File: src/rtl/regfile_pkg.sv
// Shared types and default geometry for the scoreboarded register file.
package regfile_pkg;

  localparam int DATA_W_DEF = 32;
  localparam int ADDR_W_DEF = 5;

  typedef enum logic {
    CLEAR = 1'b0,
    READY = 1'b1
  } state_t;

endpackage

File: src/rtl/regfile_scoreboard.sv
// Per-register busy bits: issue sets, writeback clears, flush wipes all; two read ports.
module regfile_scoreboard
  import regfile_pkg::*;
#(
  parameter int ADDR_W = ADDR_W_DEF
) (
  input  logic              clk,
  input  logic              rst_n,
  input  logic              i_flush,
  input  logic              i_set_v,
  input  logic [ADDR_W-1:0] i_set_a,
  input  logic              i_clr_v,
  input  logic [ADDR_W-1:0] i_clr_a,
  input  logic [ADDR_W-1:0] i_ra1,
  input  logic [ADDR_W-1:0] i_ra2,
  output logic              o_bsy1,
  output logic              o_bsy2
);

  localparam int DEPTH = 2 ** ADDR_W;

  logic [DEPTH-1:0] r_busy;
  logic [DEPTH-1:0] w_busy_nxt;

  // NOTE: always_comb uses blocking '=' with a default first, so later lines
  // override earlier ones (issue beats writeback) and no latch is inferred.
  always_comb begin
    w_busy_nxt = r_busy;
    if (i_clr_v) w_busy_nxt[i_clr_a] = 1'b0;
    if (i_set_v) w_busy_nxt[i_set_a] = 1'b1;
    if (i_flush) w_busy_nxt = '0;
  end

  // NOTE: sequential state uses non-blocking '<=' so all flops update together.
  always_ff @(posedge clk or negedge rst_n) begin
    if (!rst_n) r_busy <= '0;
    else        r_busy <= w_busy_nxt;
  end

  assign o_bsy1 = r_busy[i_ra1];
  assign o_bsy2 = r_busy[i_ra2];

endmodule

File: src/rtl/regfile_sb.sv
// Register file with busy scoreboard and sequential clear engine.
// Optional same-cycle write bypass enabled by defining REGFILE_BYPASS_EN.
module regfile_sb
  import regfile_pkg::*;
#(
  parameter int DATA_W = DATA_W_DEF,
  parameter int ADDR_W = ADDR_W_DEF
) (
  input  logic              clk,
  input  logic              rst_n,
  input  logic              flush,
  output logic              ready,
  input  logic              we,
  input  logic [ADDR_W-1:0] wa,
  input  logic [DATA_W-1:0] wd,
  input  logic              iss_v,
  input  logic [ADDR_W-1:0] iss_a,
  input  logic [ADDR_W-1:0] ra1,
  input  logic [ADDR_W-1:0] ra2,
  output logic [DATA_W-1:0] rd1,
  output logic [DATA_W-1:0] rd2,
  output logic              bsy1,
  output logic              bsy2
);

  localparam int DEPTH = 2 ** ADDR_W;

  state_t            r_state;
  logic [ADDR_W-1:0] r_clr_idx;
  logic [DATA_W-1:0] r_mem [DEPTH];

  logic w_ready, w_wr_en, w_iss_en, w_sb_bsy1, w_sb_bsy2, w_hit1, w_hit2;

  assign w_ready  = (r_state == READY);
  assign w_wr_en  = w_ready && we && (wa != '0);
  assign w_iss_en = w_ready && iss_v && (iss_a != '0);
  assign ready    = w_ready;

  always_ff @(posedge clk or negedge rst_n) begin
    if (!rst_n) begin
      r_state   <= CLEAR;
      r_clr_idx <= '0;
    end else begin
      case (r_state)
        CLEAR: begin
          if (flush) begin
            r_clr_idx <= '0;
          end else begin
            r_clr_idx <= r_clr_idx + 1'b1;
            if (r_clr_idx == ADDR_W'(DEPTH - 1)) r_state <= READY;
          end
        end
        READY: begin
          if (flush) begin
            r_state   <= CLEAR;
            r_clr_idx <= '0;
          end
        end
        default: r_state <= CLEAR;
      endcase
    end
  end

  // NOTE: the array has no reset; the clear engine zeroes it one entry per
  // cycle and reads are forced to zero until that sweep has finished.
  always_ff @(posedge clk) begin
    if (r_state == CLEAR) r_mem[r_clr_idx] <= '0;
    else if (w_wr_en)     r_mem[wa]        <= wd;
  end

  regfile_scoreboard #(.ADDR_W(ADDR_W)) u_sb (
    .clk     (clk),
    .rst_n   (rst_n),
    .i_flush (flush),
    .i_set_v (w_iss_en),
    .i_set_a (iss_a),
    .i_clr_v (w_wr_en),
    .i_clr_a (wa),
    .i_ra1   (ra1),
    .i_ra2   (ra2),
    .o_bsy1  (w_sb_bsy1),
    .o_bsy2  (w_sb_bsy2)
  );

`ifdef REGFILE_BYPASS_EN
  assign w_hit1 = w_wr_en && (wa == ra1);
  assign w_hit2 = w_wr_en && (wa == ra2);
`else
  assign w_hit1 = 1'b0;
  assign w_hit2 = 1'b0;
`endif

  // A bypassed read sees the writeback value; its busy bit is only set if a
  // new producer issues to the same register in this cycle.
  always_comb begin
    rd1  = '0;
    rd2  = '0;
    bsy1 = 1'b0;
    bsy2 = 1'b0;
    if (w_ready) begin
      if (w_hit1)            rd1 = wd;
      else if (ra1 != '0)    rd1 = r_mem[ra1];
      if (w_hit2)            rd2 = wd;
      else if (ra2 != '0)    rd2 = r_mem[ra2];
      bsy1 = w_hit1 ? (w_iss_en && (iss_a == ra1)) : w_sb_bsy1;
      bsy2 = w_hit2 ? (w_iss_en && (iss_a == ra2)) : w_sb_bsy2;
    end
  end

endmodule

File: config.mk
export PLATFORM = sky130hd
export DESIGN_NAME = regfile_sb
export DESIGN_NICKNAME = d
export VERILOG_FILES = /design/src/rtl/regfile_pkg.sv /design/src/rtl/regfile_scoreboard.sv /design/src/rtl/regfile_sb.sv
export SDC_FILE = /design/constraint.sdc
export NUM_CORES = 1
export LEC_CHECK = 0
export CORE_ASPECT_RATIO = 0.75
export CORE_UTILIZATION = 50
export CTS_CLUSTER_SIZE = 10
export DETAILED_ROUTE_END_ITERATION = 10
export GPL_ROUTABILITY_DRIVEN = 0
export GPL_TIMING_DRIVEN = 0
export PLACE_DENSITY = 0.77
export SLEW_MARGIN = 0
export SYNTH_ARGS = -nofsm -noshare
export SYNTH_HDL_FRONTEND = slang
export SYNTH_SLANG_ARGS = --single-unit
File: constraint.sdc
create_clock -name clk -period 5.18 [get_ports clk]
set_clock_uncertainty 0.1 [all_clocks]
set_input_delay 0.518 -clock clk [delete_from_list [all_inputs] [get_ports clk]]
set_output_delay 0.518 -clock clk [all_outputs]
set_load 0.01 [all_outputs]
Word-level counts from Yosys, hierarchy flattened
Memories as Yosys holds them, arrays and structs flattened.
Index checks and enable logic that the tools add are counted.
{"block": "word_totals", "n_memories": 1, "regBits": 38, "mem_bits_rw": 1024, "elab_cells": 59, "out_inout_bits": 67, "in_bits": 57}
{"block": "op_classes", "reduce_logical": 11, "eq_ne": 2, "n_addsub": 1, "magnitude_cmp": 6, "muxes": 31, "bitwise_logic": 4}
{"memory": "r_mem", "depth": 32, "width": 32, "read_ports": 2, "rd_ports_with_merged_regs": 0, "write_ports": 1, "line": "regfile_sb.sv:30", "text": "logic [DATA_W-1:0] r_mem [DEPTH];"}
{"operator": "$mux 32", "n": 8}
{"operator": "$and 32x32->32", "n": 1}
{"operator": "$not 32->32", "n": 1}
{"operator": "$or 32x32->32", "n": 1}
{"operator": "$reduce_or 32->1", "n": 1}
{"operator": "$lt 5x6->1 const B", "n": 4}
{"operator": "$reduce_bool 5->1", "n": 4}
{"operator": "$mux 5", "n": 3}
{"operator": "$mux 1", "n": 14}
{"operator": "$bmux 1 s5", "n": 2}
{"operator": "$demux 1 s5", "n": 2}
{"operator": "$ge 5x1->1 const B", "n": 2}
{"operator": "$pmux 5 s2", "n": 1}
{"operator": "$logic_and 1x1->1", "n": 6}
{"operator": "$add 5x1->5 const B", "n": 1}
{"operator": "$eq 5x5->1 const B", "n": 1}
{"operator": "$ne 2x2->1 const B", "n": 1}
{"operator": "$pmux 1 s2", "n": 1}
{"operator": "$not 1->1", "n": 1}

Depth between registers and ports, before layout
{"block": "depth", "ltp_word": 10, "ltp_mapped": 7, "ltp_nobuf": 5}

Hierarchy
Synthesis repeated with hierarchy kept, for this count alone.
{"block": "hier_totals", "hier_cells": 3014, "hier_area_um2": 49985.4}
{"mod": "regfile_sb", "area_per_inst_um2": 47889.7, "cells_each": 2770, "n_inst": 1, "seq_area_each_um2": 30899.6}
{"mod": "regfile_scoreboard", "area_per_inst_um2": 2095.8, "cells_each": 244, "n_inst": 1, "seq_area_each_um2": 800.8}

Least setup slack after synthesis
OpenSTA, ideal clock, no wires.
{"block": "synth_path", "path_type": "input to register", "from": "in wa[2]", "to": "mem r_mem[11][0] (netlist name) (enable)", "path_stages": 5, "arrival_ns": 4.558, "slack_ns": 0.021, "t_required_ns": 4.579, "path_cell_list": "nor3_1 a21o_1 buf_2 a21boi_1 nor4_1"}
{"block": "synth_via", "elab_chain_len": 7, "word_cells_on_any_way": 8}
{"item": "start, declared", "line": "regfile_sb.sv:14", "text": "input logic [ADDR_W-1:0] wa,"}
{"item": "$reduce_bool 5->1", "line": "regfile_sb.sv:35", "text": "assign w_wr_en = w_ready && we && (wa != '0);"}
{"item": "$logic_and 1x1->1", "line": "regfile_sb.sv:35"}
{"item": "$mux 1", "line": "regfile_sb.sv:68", "text": "else if (w_wr_en) r_mem[wa] <= wd;"}
{"item": "$mux 1", "line": "regfile_sb.sv:67", "text": "if (r_state == CLEAR) r_mem[r_clr_idx] <= '0;"}
{"item": "$mux 1 (not written as such)", "line": "regfile_sb.sv:68"}
{"item": "$reduce_or 32->1 (no line)"}
{"item": "$mux 5 (no line) / $mux 1 (equally long branches)"}
{"item": "end, declared", "line": "regfile_sb.sv:30"}
Several ways; a longest one is shown, not always the timed one.

Worst setup path after layout
{"block": "layout_path", "from": "reg r_state, in the netlist ready", "to": "out rd1[0]"}
{"block": "layout_via", "elab_chain_len": 1}
{"item": "start, declared", "line": "regfile_sb.sv:28", "text": "state_t r_state;"}
{"item": "start signal, assigned", "line": "regfile_sb.sv:41", "text": "r_state <= CLEAR;"}
{"item": "start signal, assigned", "line": "regfile_sb.sv:50", "text": "if (r_clr_idx == ADDR_W'(DEPTH - 1)) r_state <= READY;"}
{"item": "start signal, assigned", "line": "regfile_sb.sv:55", "text": "r_state <= CLEAR;"}
{"item": "$mux 32", "line": "regfile_sb.sv:100", "text": "if (w_ready) begin"}
{"item": "end, declared", "line": "regfile_sb.sv:20", "text": "output logic [DATA_W-1:0] rd1,"}
No other way between the ends.

==> out/results.tsv <==
metric	value	unit
yosysSeqAreaShare	63.2	%
io_pins	124	
worst-setup-path-type	flop to output port	
rsz0062_at_grt	no	
ys_seq_elements	1062	
layout.cells.most_common	edfxtp_1	
row_count	100	
insertion_delay	730	ps
worst_path_dominant_cell_family	buffers and inverters	
r2r_start	ready$_DFF_PN0_	
placed_cell_area	54400	um2
cts.sinks	1062	
holdCritPathClass	input pin to asynchronous set/reset pin	
syn_inst	2467	
total_power	18100	uW
core_area	99300	um2
syn_nets	2526	
drv_cap	0	
via_count	30451	
yosysWarnings	0	
max_freq	198	MHz
avgSynthCellArea	20.3	um2
path_buf_inv	4	
path_common_cell	buf_2	
start_util	50.5	%
period_needed	5060	ps
tightest_slew	1330	ps
drive_above_1_share	31.8	%
drt-total-wl	157000	um
fin_setup_tns	0	ps
r2r.worst_path.cells	8	
antenna_found_initial	3	
grt_pass1_vias	30596	
drt_iter0_markers	5342	
status	finished clean	
slew_violations	0	
max-slew-margin-rel	11.4	%
overflow	0	
ant_nets	0	
grt_pass1_wl	221000	um
synth_top_flop_cell	edfxtp_1	
r2r-end	r_mem[9][18]$_DFFE_PP_	
power_density	314	nW/um2
clk_path_buf_depth	3	
htreeDepth	3	
area_growth	14.7	%
cts_made_buffers	117	
viasPerCell	7.33	
cp_slowest_stage_delay	630	ps
drc	0	
firstDrtPassIters	6	
crit_chain	buf_2, buf_2, nand3_1, clkbuf_1, o221ai_1, clkdlybuf4s50_1	
pre_cts_slack	570	ps
synth_edf_count	1024	
final_min_period_over_clock_period	97.7	%
rrSetupSlack	1410	ps
fillCellCount	7086	
cts_tree	done	
placement.io_buffers	116	
dieHeight	276	um
endpoint_kind	output port	
cp-start-kind	flop	
syn-cell-area	50100	um2
critPathMaxFanout	10	
grt_use_total	30.9	%
mostFrequentLayoutCells	edfxtp_1 (1024), mux4_2 (512), mux2i_1 (269)	
synth-async-reset-ratio	3.58	%
hpwl	109000	um
cts_root_buffer	clkbuf_16	
die_width	368	um
max-vdd-ir-drop	297	uV
required	4560	ps
p_leak	0.0177	uW
cts.clk_slew.worst_paths	60	ps
finalSetupViolCount	0	
nets	2863	
stdcell_area	57500	um2
crit_arrival	4440	ps
routedWlPerCell	37.7	um
setup_ws	118	ps
fp.dieArea	102000	um2
ys_types	49	
grt_max_degree	39	
hold_violations	0	
worst_path_max_delay_cell	clkdlybuf4s50_1	
==> cell usage after synthesis (13+ instances only) <==
cell         n  area (um2)
and2_1      33         206
buf_1       14        52.6
buf_2       64         320
buf_4       30         225
buf_6       18         203
clkbuf_1    70         263
dfrtp_1     38         951
edfxtp_1  1024       30700
mux2i_1    269        2690
mux4_1      14         368
mux4_2     512       11500
nand2_1     13        48.8
nor2_1      35         131
nor2b_1     31         194
nor3_1      22         110
o21ai_0     56         280
o221ai_1    59         517
o22a_1      64         561
==> flip-flops by register name, indices dropped and copies added (netlist names) <==
name / cells
u_sb.r_busy: 32
r_mem: 1024
r_clr_idx: 5
ready: 1
==> logic make-up after synthesis <==
group,synth area share (%)
buffers and inverters,2.17
multiplexers,29.1
adder cells (fa/ha/maj),0.0499
AND/OR/NAND/NOR,2.10
flip-flops,63.2
XOR/XNOR,0.0349
AO/OA/AOI/OAI,3.30
==> layer usage <==
layer / track usage, % / wire (um) / vias up
met1: 40.9 / 54300 / 15815
li1: - / - / 11393
met5: 0 / 13 / -
met3: 10.6 / 23200 / 545
met2: 46.4 / 70600 / 2696
met4: 14.3 / 8550 / 2
==> power breakdown <==
group          internal, uW  switching, uW
combinational           565            760
sequential             9390           41.1
clock                  4040           3270
total                 14000           4070
==> cell type report <==
cell class	count	area [um2]	share of cell area (%)
Multi-Input combinational cell	1204	17600	30.5
Buffer	198	1080	1.88
Clock inverter	10	118	0.204
Inverter	3	11.3	0.0196
Timing Repair Buffer	218	2380	4.13
Sequential cell	1062	31700	55.1
Antenna cell	1	2.50	0.00435
Clock buffer	134	3010	5.24
Tap cell	1326	1660	2.88
==> what timing repair did <==
item,4_1_cts,5_1_grt
buffers inserted,0,0
endpoints found under the hold margin,38,0
gates resized for setup,0,0
hold buffers,1,0
==> metrics by stage <==
stage                     util, %  hold WS (ps)  instances
after detailed placement     54.7           427       4010
after floorplan                 -           122       2467
final                        57.9           327       4156
after global routing         57.9           442       4155
after CTS                    57.9           305       4155
after global placement       53.3           414       3909
==> worst max path at each step <==
stage | start | end | cells after the start
6_report | ready$_DFF_PN0_ | rd1[0] | 6
5_1_grt | ready$_DFF_PN0_ | rd1[0] | 6
4_1_cts | ready$_DFF_PN0_ | rd1[0] | 6
3_5_place_dp | ra2[0] | rd2[30] | 7
3_3_place_gp | we | r_mem[25][8]$_DFFE_PP_ | 5
2_1_floorplan | wa[2] | r_mem[11][0]$_DFFE_PP_ | 5
Note: power is estimated with default switching activity, not from simulation.
